--- src/rtl/execute_iterative.sv ---
// Flurbie execute stage: single-cycle ALU plus iterative shift-add multiply and restoring divide.
// Define EXECUTE_REMAINDER_EN to drive the divide remainder on out_remainder (otherwise tied to 0).
module execute_iterative #(
  parameter int WIDTH    = 32,
  parameter int REG_BITS = 5
) (
  input  logic                clock,
  input  logic                reset_n,
  input  logic                in_valid,
  output logic                in_hold,
  input  logic                in_flush,
  input  logic [3:0]          in_operation,
  input  logic [WIDTH-1:0]    in_left,
  input  logic [WIDTH-1:0]    in_right,
  input  logic                in_carry,
  input  logic [REG_BITS-1:0] in_destination,
  input  logic                out_hold,
  output logic                out_valid,
  output logic [REG_BITS-1:0] out_destination,
  output logic [WIDTH-1:0]    out_value,
  output logic [WIDTH-1:0]    out_remainder,
  output logic [3:0]          out_flags,
  output logic                busy
);
  localparam int CW = $clog2(WIDTH + 1);

  typedef enum logic [2:0] {S_IDLE, S_MUL, S_DIV, S_FIXUP, S_WAIT} state_t;
  state_t r_state, w_state_nx;

  // mul: multiplicand / multiplier / product; div: dividend->quotient / divisor / partial remainder
  logic [WIDTH-1:0]    r_a, r_b, r_acc;
  logic [CW-1:0]       r_cnt;
  logic                r_negq;
  logic [REG_BITS-1:0] r_dest;
  logic                r_valid;
  logic [REG_BITS-1:0] r_odest;
  logic [WIDTH-1:0]    r_oval;
  logic [3:0]          r_oflags;

  logic             w_accept, w_div0, w_single, w_last, w_wr, w_c, w_v, w_s_c, w_s_v;
  logic [WIDTH:0]   w_sum, w_trial;
  logic [WIDTH-1:0] w_s_val, w_s_rem, w_val, w_rem, w_mul_sum, w_div_acc, w_div_a;
  logic [WIDTH-1:0] w_fx_q, w_fx_r, w_lmag, w_rmag;

  assign w_div0   = (in_operation[3:1] == 3'b011) && (in_right == '0);
  assign w_single = (in_operation[3:2] != 2'b01) || w_div0;
  assign w_accept = (r_state == S_IDLE) && in_valid && !out_hold && !in_flush;
  assign w_last   = (r_cnt == CW'(1));
  assign in_hold  = out_hold | (r_state != S_IDLE);
  assign busy     = (r_state != S_IDLE);

  assign w_lmag = (in_operation == 4'd6 && in_left[WIDTH-1])  ? '0 - in_left  : in_left;
  assign w_rmag = (in_operation == 4'd6 && in_right[WIDTH-1]) ? '0 - in_right : in_right;

  assign w_mul_sum = r_acc + (r_b[0] ? r_a : '0);
  // Trial subtract on the shifted partial remainder; a negative result restores.
  assign w_trial   = {r_acc, r_a[WIDTH-1]} - {1'b0, r_b};
  assign w_div_acc = w_trial[WIDTH] ? {r_acc[WIDTH-2:0], r_a[WIDTH-1]} : w_trial[WIDTH-1:0];
  assign w_div_a   = {r_a[WIDTH-2:0], ~w_trial[WIDTH]};
  assign w_fx_q    = r_negq ? '0 - r_a : r_a;

`ifdef EXECUTE_REMAINDER_EN
  logic r_negr;
  logic [WIDTH-1:0] r_orem;
  assign w_fx_r        = r_negr ? '0 - r_acc : r_acc;
  assign out_remainder = r_orem;
`else
  assign w_fx_r        = '0;
  assign out_remainder = '0;
`endif

  always_comb begin
    w_sum   = '0;
    w_s_val = '0;
    w_s_rem = '0;
    w_s_c   = 1'b0;
    w_s_v   = 1'b0;
    case (in_operation)
      4'd0, 4'd1: begin
        w_sum = {1'b0, in_left} + {1'b0, in_right} + {{WIDTH{1'b0}}, in_operation[0] & in_carry};
        w_s_v = (in_left[WIDTH-1] == in_right[WIDTH-1]) && (w_sum[WIDTH-1] != in_left[WIDTH-1]);
      end
      4'd2, 4'd3: begin
        w_sum = {1'b0, in_left} - {1'b0, in_right} - {{WIDTH{1'b0}}, in_operation[0] & in_carry};
        w_s_v = (in_left[WIDTH-1] != in_right[WIDTH-1]) && (w_sum[WIDTH-1] != in_left[WIDTH-1]);
      end
      4'd6, 4'd7: begin
        w_s_val = '1;
        w_s_rem = in_left;
        w_s_v   = 1'b1;
      end
      4'd8:  w_s_val = in_left & in_right;
      4'd9:  w_s_val = ~(in_left & in_right);
      4'd10: w_s_val = in_left | in_right;
      4'd11: w_s_val = ~(in_left | in_right);
      4'd12: w_s_val = in_left ^ in_right;
      4'd13: w_s_val = ~(in_left ^ in_right);
      4'd14: w_s_val = in_left;
      4'd15: begin
        w_s_val = in_right;
        w_s_c   = (in_left == in_right);
      end
      default: ;
    endcase
    if (in_operation[3:2] == 2'b00) begin
      w_s_val = w_sum[WIDTH-1:0];
      w_s_c   = w_sum[WIDTH];
    end
  end

  always_ff @(posedge clock or negedge reset_n)
    if (!reset_n) r_state <= S_IDLE;
    else          r_state <= w_state_nx;

  always_comb begin
    w_state_nx = r_state;
    w_wr       = 1'b0;
    w_val      = '0;
    w_rem      = '0;
    w_c        = 1'b0;
    w_v        = 1'b0;
    case (r_state)
      S_IDLE: if (w_accept) begin
        if (w_single) begin
          w_wr  = 1'b1;
          w_val = w_s_val;
          w_rem = w_s_rem;
          w_c   = w_s_c;
          w_v   = w_s_v;
        end else w_state_nx = in_operation[1] ? S_DIV : S_MUL;
      end
      S_MUL: if (w_last) begin
        w_val = w_mul_sum;
        if (out_hold) w_state_nx = S_WAIT;
        else begin w_wr = 1'b1; w_state_nx = S_IDLE; end
      end
      S_DIV: if (w_last) w_state_nx = S_FIXUP;
      S_FIXUP: begin
        w_val = w_fx_q;
        w_rem = w_fx_r;
        if (out_hold) w_state_nx = S_WAIT;
        else begin w_wr = 1'b1; w_state_nx = S_IDLE; end
      end
      S_WAIT: begin
        w_val = r_a;
        w_rem = r_acc;
        if (!out_hold) begin w_wr = 1'b1; w_state_nx = S_IDLE; end
      end
      default: w_state_nx = S_IDLE;
    endcase
    if (in_flush) begin
      w_state_nx = S_IDLE;
      w_wr       = 1'b0;
    end
  end

  always_ff @(posedge clock or negedge reset_n)
    if (!reset_n) begin
      r_a    <= '0;
      r_b    <= '0;
      r_acc  <= '0;
      r_cnt  <= '0;
      r_negq <= 1'b0;
      r_dest <= '0;
`ifdef EXECUTE_REMAINDER_EN
      r_negr <= 1'b0;
`endif
    end else begin
      if (w_accept && !w_single) begin
        r_a    <= in_operation[1] ? w_lmag : in_left;
        r_b    <= in_operation[1] ? w_rmag : in_right;
        r_acc  <= '0;
        r_cnt  <= CW'(WIDTH);
        r_negq <= (in_operation == 4'd6) && (in_left[WIDTH-1] ^ in_right[WIDTH-1]);
        r_dest <= in_destination;
`ifdef EXECUTE_REMAINDER_EN
        r_negr <= (in_operation == 4'd6) && in_left[WIDTH-1];
`endif
      end else if (r_state == S_MUL) begin
        r_acc <= w_mul_sum;
        r_a   <= {r_a[WIDTH-2:0], 1'b0};
        r_b   <= {1'b0, r_b[WIDTH-1:1]};
        r_cnt <= r_cnt - CW'(1);
      end else if (r_state == S_DIV) begin
        r_acc <= w_div_acc;
        r_a   <= w_div_a;
        r_cnt <= r_cnt - CW'(1);
      end
      // Park the finished result so WAIT can release it later.
      if (w_state_nx == S_WAIT && r_state != S_WAIT) begin
        r_a   <= w_val;
        r_acc <= w_rem;
      end
    end

  always_ff @(posedge clock or negedge reset_n)
    if (!reset_n) begin
      r_valid  <= 1'b0;
      r_odest  <= '0;
      r_oval   <= '0;
      r_oflags <= '0;
`ifdef EXECUTE_REMAINDER_EN
      r_orem   <= '0;
`endif
    end else if (in_flush) begin
      r_valid <= 1'b0;
    end else if (!out_hold) begin
      r_valid <= w_wr;
      if (w_wr) begin
        r_odest  <= (r_state == S_IDLE) ? in_destination : r_dest;
        r_oval   <= w_val;
        r_oflags <= {w_c, w_val[WIDTH-1], w_v, (w_val == '0)};
`ifdef EXECUTE_REMAINDER_EN
        r_orem   <= w_rem;
`endif
      end
    end

  assign out_valid       = r_valid;
  assign out_destination = r_odest;
  assign out_value       = r_oval;
  assign out_flags       = r_oflags;
endmodule

--- config.mk ---
export PLATFORM = sky130hd
export DESIGN_NAME = execute_iterative
export DESIGN_NICKNAME = d
export VERILOG_FILES = /design/src/rtl/execute_iterative.sv
export SDC_FILE = /design/constraint.sdc
export NUM_CORES = 1
export LEC_CHECK = 0
export ABC_CLOCK_PERIOD_IN_PS = 3800
export CAP_MARGIN = 10
export CELL_PAD_IN_SITES_DETAIL_PLACEMENT = 1
export CELL_PAD_IN_SITES_GLOBAL_PLACEMENT = 2
export CORE_MARGIN = 8
export CORE_UTILIZATION = 33
export CTS_BUF_LIST = sky130_fd_sc_hd__clkbuf_4 sky130_fd_sc_hd__clkbuf_8
export CTS_CLUSTER_SIZE = 20
export DETAILED_ROUTE_END_ITERATION = 10
export GPL_ROUTABILITY_DRIVEN = 0
export HOLD_SLACK_MARGIN = 0.05
export PLACE_DENSITY = 0.9
export SYNTH_ARGS = -nofsm -noshare
export SYNTH_HDL_FRONTEND = slang
export SYNTH_SLANG_ARGS = --single-unit
--- constraint.sdc ---
create_clock -name clock -period 3.8 [get_ports clock]
set_clock_uncertainty 0.1 [all_clocks]
set_input_delay 0.57 -clock clock [delete_from_list [all_inputs] [get_ports clock]]
set_output_delay 0.57 -clock clock [all_outputs]
set_load 0.03 [all_outputs]
== Word-level counts from Yosys, hierarchy flattened ==
Index checks and enable logic that the tools add are counted.

* Bits in registers: 153
* Output and inout bits: 76
* Word-level logic and storage cells: 150

* $add $sub $neg: 10
* Equality and inequality tests: 29
* Mux-type cells: 58
* Bitwise gates (word level): 12
* Reductions and logical operators: 30

{| class="wikitable"
|+ Operator list
! cell !! count
|-
| $mux W32 || 24
|-
| $pmux W32 S9 || 1
|-
| $pmux W32 S4 || 1
|-
| $not A32 Y32 || 3
|-
| $sub A1 B32 Y32 const A || 3
|-
| $pmux W33 S2 || 1
|-
| $logic_not A32 Y1 || 2
|-
| $pmux W32 S2 || 1
|-
| $add A32 B32 Y33 || 1
|-
| $add A33 B1 Y33 || 1
|-
| $sub A32 B32 Y33 || 1
|-
| $sub A33 B1 Y33 || 1
|-
| $sub A33 B32 Y33 || 1
|-
| $add A32 B32 Y32 || 1
|-
| $and A32 B32 Y32 || 1
|-
| $eq A32 B32 Y1 || 1
|-
| $eq A4 B4 Y1 const B || 8
|-
| $or A32 B32 Y32 || 1
|-
| $xor A32 B32 Y32 || 1
|-
| $mux W3 || 7
|-
| $mux W6 || 3
|-
| $mux W1 || 15
|-
| $pmux W3 S5 || 1
|-
| $logic_and A1 B1 Y1 || 11
|-
| 31 further kinds || 48
|}

== Longest topological paths before layout ==
Gate-level depths: netlist of the first run.

* Depth in word-level cells: 11
* Mapped depth: 22

== Worst setup path after synthesis of the first run ==
OpenSTA, ideal clock, no wires.

* Kind: input -> register
* Start: input port in_operation[0]
* End: register r_oflags[0] (netlist: out_flags[0])
* Setup time: 0.066 ns
* Arrival: 5.591 ns
* Data required time: 3.634 ns
* Slack: -1.957 ns
* Stages on the path: 20
* Buffers on the path: 5
* Cell sequence: buf_2 -> buf_2 -> buf_1 -> clkbuf_1 -> buf_1 -> nand2_1 -> fa_1 -> fa_1 -> o211ai_1 -> a2111oi_0 -> o31a_1 -> a21o_1 -> a21bo_2 -> a21boi_0 -> a2111oi_0 -> a221o_1 -> or4b_1 -> nor4_1 -> nand4b_1 -> nand2_1

* Cells in the longest elaborated chain, start to end: 8
* Elaborated cells on any way between the ends: 27
* Classes of those cells: add/sub (2); eq/ne (13); mux (6); bitwise (1); reduce/logical (5)

{| class="wikitable"
|+ Ends and longest elaborated chain
! item !! RTL line !! text
|-
| from (decl) || 12 || <nowiki>input logic [3:0] in_operation,</nowiki>
|-
| $and A1 B1 Y1, or another cell as far along || 80, 84 ||
|-
| $sub A33 B1 Y33, or another cell as far along || 84 || <nowiki>w_sum = {1'b0, in_left} - {1'b0, in_right} - {{WIDTH{1'b0}}, in_operation[0] & in_carry};</nowiki>
|-
| $pmux W33 S2 or $pmux W32 S9 (tied branches) || 78 || <nowiki>case (in_operation)</nowiki>
|-
| $mux W32 (*) || 105 || <nowiki>if (in_operation[3:2] == 2'b00) begin</nowiki>
|-
| $mux W32 (*) || 124 || <nowiki>if (w_single) begin</nowiki>
|-
| $mux W32 (*) || 123 || <nowiki>S_IDLE: if (w_accept) begin</nowiki>
|-
| $pmux W32 S4 (*) || 122 || <nowiki>case (r_state)</nowiki>
|-
| $logic_not A32 Y1 (*) || 212 || <nowiki>r_oflags <= {w_c, w_val[WIDTH-1], w_v, (w_val == '0)};</nowiki>
|-
| to (signal assigned) || 212 ||
|-
| to (decl) || 38 || <nowiki>logic [3:0] r_oflags;</nowiki>
|}

Every way passes the cells marked *; elsewhere a longest branch is shown, timed or not.
A chain may end at the register's enable or synchronous reset.

== Final worst setup path of the first run ==
Same ends and word-level chain as after synthesis.

==> results of run 1 <==
power by group through the flow:
stage | Sequential, W | Clock, W | Combinational, W
after floorplan | 0.00281 | 0 | 0.00584
after global placement | 0.00269 | 0 | 0.0109
after detailed placement | 0.00272 | 0 | 0.0113
after CTS | 0.00272 | 0.00148 | 0.0134
after global routing | 0.00285 | 0.00155 | 0.0166
final | 0.00283 | 0.00149 | 0.0159
kinds of logic (layout without fill, tap and decap cells):
group | Yosys count | after routing | share of synthesized area
flip-flops | 152 | 152 | 0.1786
AO/OA/AOI/OAI | 1031 | 1031 | 0.3136
adder cells (fa/ha/maj) | 201 | 201 | 0.1202
other | 1 | 36 | 0.0001761
AND/OR/NAND/NOR | 884 | 884 | 0.1970
multiplexers | 64 | 64 | 0.03085
XOR/XNOR | 201 | 201 | 0.08268
buffers and inverters | 399 | 1203 | 0.07686
metal layers:
layer  vias to the layer above  track usage  routed length (µm)
met2                      2027       0.5070               59830
met3                       751      0.05089               12560
met4                         8       0.1989               11550
met1                     14250       0.3570               46670
li1                      12240            -                   -
met5                         -            0                  58
cell usage in the layout (no fill, tap or decap), drive strengths merged, types with 45 or more instances in the layout:
cell type / n
a211oi: 87
a21o: 64
a21oi: 283
a31oi: 45
and2: 51
buf: 884
clkdlybuf4s50: 77
dfrtp: 152
ha: 195
inv: 183
mux2i: 51
nand2: 269
nand3: 65
nor2: 265
nor3: 49
o21ai: 227
xnor2: 145
xor2: 56
cell type report:
| type | instances | share of cell area |
|---|---|---|
| Antenna cell | 4 | 0.0003080 |
| Clock buffer | 18 | 0.007624 |
| Clock inverter | 14 | 0.006045 |
| Inverter | 174 | 0.02033 |
| Multi-Input combinational cell | 2413 | 0.5592 |
| Sequential cell | 152 | 0.1171 |
| Tap cell | 855 | 0.03292 |
| Timing Repair Buffer | 997 | 0.2565 |
flip-flops by register name, indices dropped and copies added (netlist names):
name	count
r_state	3
r_dest	5
out_valid	1
r_acc	32
out_value	31
r_a	32
out_flags	4
r_negq	1
r_b	32
r_cnt	6
out_destination	5
repair_timing:
item,CTS,global route
gates cloned,4,0
pin swaps,127,88
resized for setup,307,264
setup buffers,32,46
endpoints found under the setup margin,97,74
worst paths after layout:
kind                                 start            endpoint  slack, ps  depth (start not counted)
max                        in_operation[0]        out_flags[0]       -630                         18
max in group asynchronous          reset_n        out_value[3]       2690                          2
min in group clock               r_dest[1]           r_dest[1]        390                          2
max reg2reg                         r_b[0]        out_flags[0]       -590                         17
min                                reset_n  out_destination[3]         40                          1
min reg2reg                      r_dest[1]           r_dest[1]        390                          2
through the flow:
| stage | power [W] | setup TNS, ps |
|---|---|---|
| floorplan | 0.008649 | -7415 |
| finish | 0.02025 | -10700 |
| detailed placement | 0.01399 | -93160 |
| global route | 0.02097 | -15770 |
| CTS | 0.01763 | -8010 |
| global placement | 0.01356 | -84590 |
==> impl_metrics.py, run 1 <==
metrics = {
    "critical_path": {
        "cp_max_fo": 3,
        "cp_cell_sequence": "buf_8, nand2_4, fa_2, fa_2, buf_4, o21ai_0, a211oi_2, a31oi_1, xnor2_1, o21ai_0, o211ai_1, nor4b_2, nand4_1, or4b_4, nor4_4, buf_4, nand4b_1, nand2_1",
        "slowest_stage": "or4b_4",
        "worstPathRequired_ps": 4170,
        "path_class": "input pin to flop",
        "cp_num_buf_inv": 3,
        "cp_top_family": "simple AND/OR/NAND/NOR gates",
        "cpPeakStageDelay_ps": 570,
        "cp-start-kind": "input pin",
        "end_kind": "flop",
        "crit_arrival_ps": 4800,
    },
    "place": {
        "portBuffers": 122,
        "dp_hpwl_mm": 88.18,
        "dpl.cell_count": 4527,
        "place_ws_ps": -1497,
        "dpl-instance-area_um2": 29110,
    },
    "yosys": {
        "syn_area_um2": 21290,
        "syn-instance-count": 2933,
        "ys_types": 86,
        "yosys.area.top_type": "dfrtp_1",
        "synth.area.top_cells": "dfrtp_1 (18%), ha_1 (11%), a21oi_1 (6.7%)",
        "synth_top_area_frac": 0.1786,
        "yosys_warnings": 0,
        "synth-edff-count": 0,
        "seq_area_frac_synth": 0.1786,
        "synth-main-ff-cell": "dfrtp_1",
        "ys_async_sr_fraction": 1.000,
        "avgSynthCellArea_um2": 7.259,
        "ys_seq_elements": 152,
        "synth.most_common_cell": "a21oi_1",
        "netlist_top_cells_count": "a21oi_1 (283), nand2_1 (269), nor2_1 (265)",
    },
    "clock_tree": {
        "cts-buffers-inserted": 17,
        "clockBufferDepth": 2,
        "clockRootBuffer": "clkbuf_8",
        "cts_tree": "built",
        "insertion_delay_ps": 530,
        "cts.clk_slew.worst_paths_ps": 110,
        "clock_sinks": 152,
        "cts_hold_buf": 0,
        "cts_max_level": 4,
    },
    "timing": {
        "period_needed_ps": 4428,
        "slew_violations": 0,
        "relSlewSlack": 0.2808,
        "rsz0062_at_grt": "yes",
        "worst_pin_slew_ps": 1079,
        "setup-violations-final": 51,
        "hold_viol": 0,
        "maxClockFrequency_mhz": 225.8,
        "worst_slack_ps": -628.2,
        "fin_hold_ws_ps": 40.15,
        "post-route-period-util": 1.165,
    },
    "routing": {
        "vias": 29280,
        "drc": 0,
        "drt_iter0_drc": 3035,
        "ant_nets": 0,
        "first_pass_iters": 6,
        "vias_per_cell": 6.328,
        "wl_per_cell_um": 28.24,
        "wl_mm": 130.7,
    },
    "pwr": {
        "p_int_w": 0.01019,
        "pwr-share-clk": 0.074,
        "peakVddDrop_mv": 0.3989,
        "switching_share": 0.4967,
        "pwr-share-comb": 0.786,
        "p_per_area_nw_per_um2": 623.2,
        "p_switching_w": 0.01006,
        "sequentialPowerShare": 0.140,
        "leakage_nw": 14.58,
    },
    "layout": {
        "post-route-util": 0.5068,
        "n_fill_cell": 7661,
        "stdcell_area_um2": 32490,
        "finalNetCount": 4035,
        "area_growth_pct": 52.62,
        "multi_input_area_um2": 18170,
        "drive_gt1_frac": 0.3426,
        "final_cells": 4627,
        "register_area_um2": 3806,
    },
    "floorplanning": {
        "die_x_um": 270.0,
        "ios": 155,
        "num_rows": 93,
        "die_area_um2": 72910,
        "start_util": 0.3321,
        "die_h_um": 270.0,
        "design.core.area_um2": 64120,
    },
    "global_route": {
        "grt_pass1_vias": 29240,
        "grt_start_max_net_pins": 90,
        "grt_pass1_wl_mm": 175.7,
        "grt_antenna_before_repair": 8,
        "grt-ovfl-total": 0,
        "grt_usage": 0.3036,
    },
    "outcome": {
        "outcome": "complete, but fails checks",
        "violations": "setup timing",
    },
    "job": {
        "maxCapViolCount": 0,
    },
    "min_path": {
        "hold_path.class": "input pin to asynchronous set/reset pin",
    },
}
Note: power is estimated with default switching activity, not from simulation.
==> run 2: changes to the inputs <==
==> config.mk (replaced) <==
export PLATFORM = sky130hd
export DESIGN_NAME = execute_iterative
export DESIGN_NICKNAME = d
export VERILOG_FILES = /design/src/rtl/execute_iterative.sv
export SDC_FILE = /design/constraint.sdc
export NUM_CORES = 1
export LEC_CHECK = 0
export ABC_CLOCK_PERIOD_IN_PS = 4850
export CAP_MARGIN = 10
export CELL_PAD_IN_SITES_DETAIL_PLACEMENT = 1
export CELL_PAD_IN_SITES_GLOBAL_PLACEMENT = 2
export CORE_MARGIN = 8
export CORE_UTILIZATION = 36
export CTS_BUF_LIST = sky130_fd_sc_hd__clkbuf_4 sky130_fd_sc_hd__clkbuf_8
export CTS_CLUSTER_SIZE = 20
export DETAILED_ROUTE_END_ITERATION = 10
export GPL_ROUTABILITY_DRIVEN = 0
export HOLD_SLACK_MARGIN = 0.05
export PLACE_DENSITY = 0.93
export SYNTH_ARGS = -nofsm -noshare
export SYNTH_HDL_FRONTEND = slang
export SYNTH_SLANG_ARGS = --single-unit
==> constraint.sdc (replaced) <==
create_clock -name clock -period 4.85 [get_ports clock]
set_clock_uncertainty 0.1 [all_clocks]
set_input_delay 0.7275 -clock clock [delete_from_list [all_inputs] [get_ports clock]]
set_output_delay 0.7275 -clock clock [all_outputs]
set_load 0.03 [all_outputs]
==> impl_metrics.py, run 2 (synthesized netlist as in run 1, its figures left out) <==
metrics = {
    "floorplanning": {
        "die_h_um": 259.2,
        "die_x_um": 259.2,
        "design.core.area_um2": 58800,
        "ios": 155,
        "num_rows": 89,
        "die_area_um2": 67180,
        "start_util": 0.3621,
    },
    "layout": {
        "multi_input_area_um2": 16170,
        "area_growth_pct": 23.28,
        "top_regs": "r_a: 32 flops, r_acc: 32 flops, r_b: 32 flops",
        "layout_commonest_cell": "buf_4",
        "n_fill_cell": 7464,
        "finalNetCount": 3550,
        "final_cells": 4057,
        "register_area_um2": 3804,
        "final_cell_mix": "buf_4 (382), a21oi_1 (281), nand2_1 (268), nor2_1 (264), o21ai_0 (224)",
        "drive_gt1_frac": 0.1544,
    },
    "critical_path": {
        "cp_max_fo": 5,
        "cp_top_family": "compound AO/OA/AOI/OAI gates",
        "cp_cell_sequence": "clkdlybuf4s50_1, inv_1, fa_2, fa_2, o211ai_1, a2111oi_4, o31a_1, a21o_1, a21bo_2, a21boi_2, a2111oi_0, a221o_1, or4b_1, nor4_2, buf_4, nand4b_1, nand2_1",
        "cpPeakStageDelay_ps": 600,
        "cp_num_buf_inv": 3,
        "slowest_stage": "or4b_1",
        "crit_arrival_ps": 5150,
        "worstPathRequired_ps": 5200,
        "cp-start-kind": "input pin",
        "cpMostUsedCell": "fa_2",
        "end_kind": "flop",
        "path_class": "input pin to flop",
    },
    "clock_tree": {
        "clock_sinks": 152,
        "cts_max_level": 4,
        "clockRootBuffer": "clkbuf_8",
        "post_cts_buffers": 0,
        "cts-buffers-inserted": 17,
        "insertion_delay_ps": 500,
        "cts.clk_slew.worst_paths_ps": 110,
        "clockBufferDepth": 2,
        "cts_tree": "built",
    },
    "routing": {
        "first_pass_iters": 6,
        "ant_nets": 0,
        "wl_per_cell_um": 24.72,
        "wl_mm": 100.3,
        "vias_per_cell": 6.188,
        "drc": 0,
        "vias": 25100,
        "drt_iter0_drc": 2198,
    },
    "global_route": {
        "grt_usage": 0.2868,
        "grt-ovfl-total": 0,
        "grt_antenna_before_repair": 5,
        "grt_pass1_vias": 25880,
        "grt_start_max_net_pins": 81,
        "grt_pass1_wl_mm": 152.6,
    },
    "pwr": {
        "switching_share": 0.5170,
        "pwr-share-clk": 0.096,
        "p_per_area_nw_per_um2": 403.7,
        "power_w": 0.01060,
        "pwr-share-comb": 0.690,
        "sequentialPowerShare": 0.214,
        "p_int_w": 0.005118,
        "leakage_nw": 11.66,
        "p_switching_w": 0.005478,
        "peakVddDrop_mv": 0.3162,
    },
    "place": {
        "dp_hpwl_mm": 81.19,
        "dpl.cell_count": 4024,
        "portBuffers": 122,
    },
    "timing": {
        "period_needed_ps": 4802,
        "maxClockFrequency_mhz": 208.2,
        "setup-violations-final": 0,
        "slew_violations": 0,
        "rsz0062_at_grt": "yes",
        "worst_pin_slew_ps": 997.8,
        "hold_viol": 0,
        "post-route-period-util": 0.9902,
        "fin_tns_setup_ps": 0,
        "relSlewSlack": 0.3348,
    },
    "outcome": {
        "outcome": "finished, final reports clean",
    },
    "min_path": {
        "hold_path.class": "input pin to asynchronous set/reset pin",
    },
    "job": {
        "maxCapViolCount": 0,
    },
}
==> run 2: area by class of cell <==
type | instances | share of cell area
sequential | 152 | 0.1449
inverter | 174 | 0.02488
clock inverter | 15 | 0.006101
clock buffer | 17 | 0.008914
multi-input combinational | 2413 | 0.6159
tap | 773 | 0.03685
timing repair buffer | 512 | 0.1624
antenna | 1 | 0.00009533
==> run 2: repair_timing <==
item | in CTS | in global routing
pin swaps | 0 | 5
gates resized for setup | 4 | 23
setup endpoints to repair | 2 | 33
hold buffers | 0 | 0
==> run 2: layer usage <==
metal  vias to the layer above  wire length (µm)  global-route usage
li1                      11250                 -                   -
met1                     12380             41130              0.3659
met2                      1182             45840              0.4695
met3                       288              7358             0.03499
met4                         2              5939              0.1544
met5                         -                12                   0
==> run 2: power by group through the flow <==
stage | sequential (W) | combinational, W | clock [W]
CTS | 0.00224 | 0.00713 | 0.00103
floorplan | 0.00220 | 0.00455 | 0
global placement | 0.00224 | 0.00672 | 0
finish | 0.00227 | 0.00731 | 0.00102
detailed placement | 0.00227 | 0.00704 | 0
global route | 0.00233 | 0.00792 | 0.00107
==> run 2: final timing paths <==
check / from / to / slack [ps] / cells after the start
max: in_right[0] / out_flags[0] / 50 / 17
min: reset_n / r_b[4] / 160 / 1
max reg2reg: r_b[0] / out_flags[0] / 150 / 17
min reg2reg: r_dest[4] / r_dest[4] / 400 / 2
max in group asynchronous: reset_n / out_destination[2] / 3560 / 2
min in group clock: r_dest[4] / r_dest[4] / 400 / 2
==> run 2: metrics by stage <==
stage | utilization | area, µm² | hold slack, ps | setup slack (ps)
after floorplan | - | 21470 | 331.9 | 1.298
after global placement | 0.4378 | 25740 | 360.4 | -619.9
after detailed placement | 0.4378 | 25740 | 374.4 | -655.8
after CTS | 0.4448 | 26150 | 169.7 | 6.719
after global routing | 0.4464 | 26250 | 200.3 | -42.66
final | 0.4464 | 26250 | 159.1 | 47.71
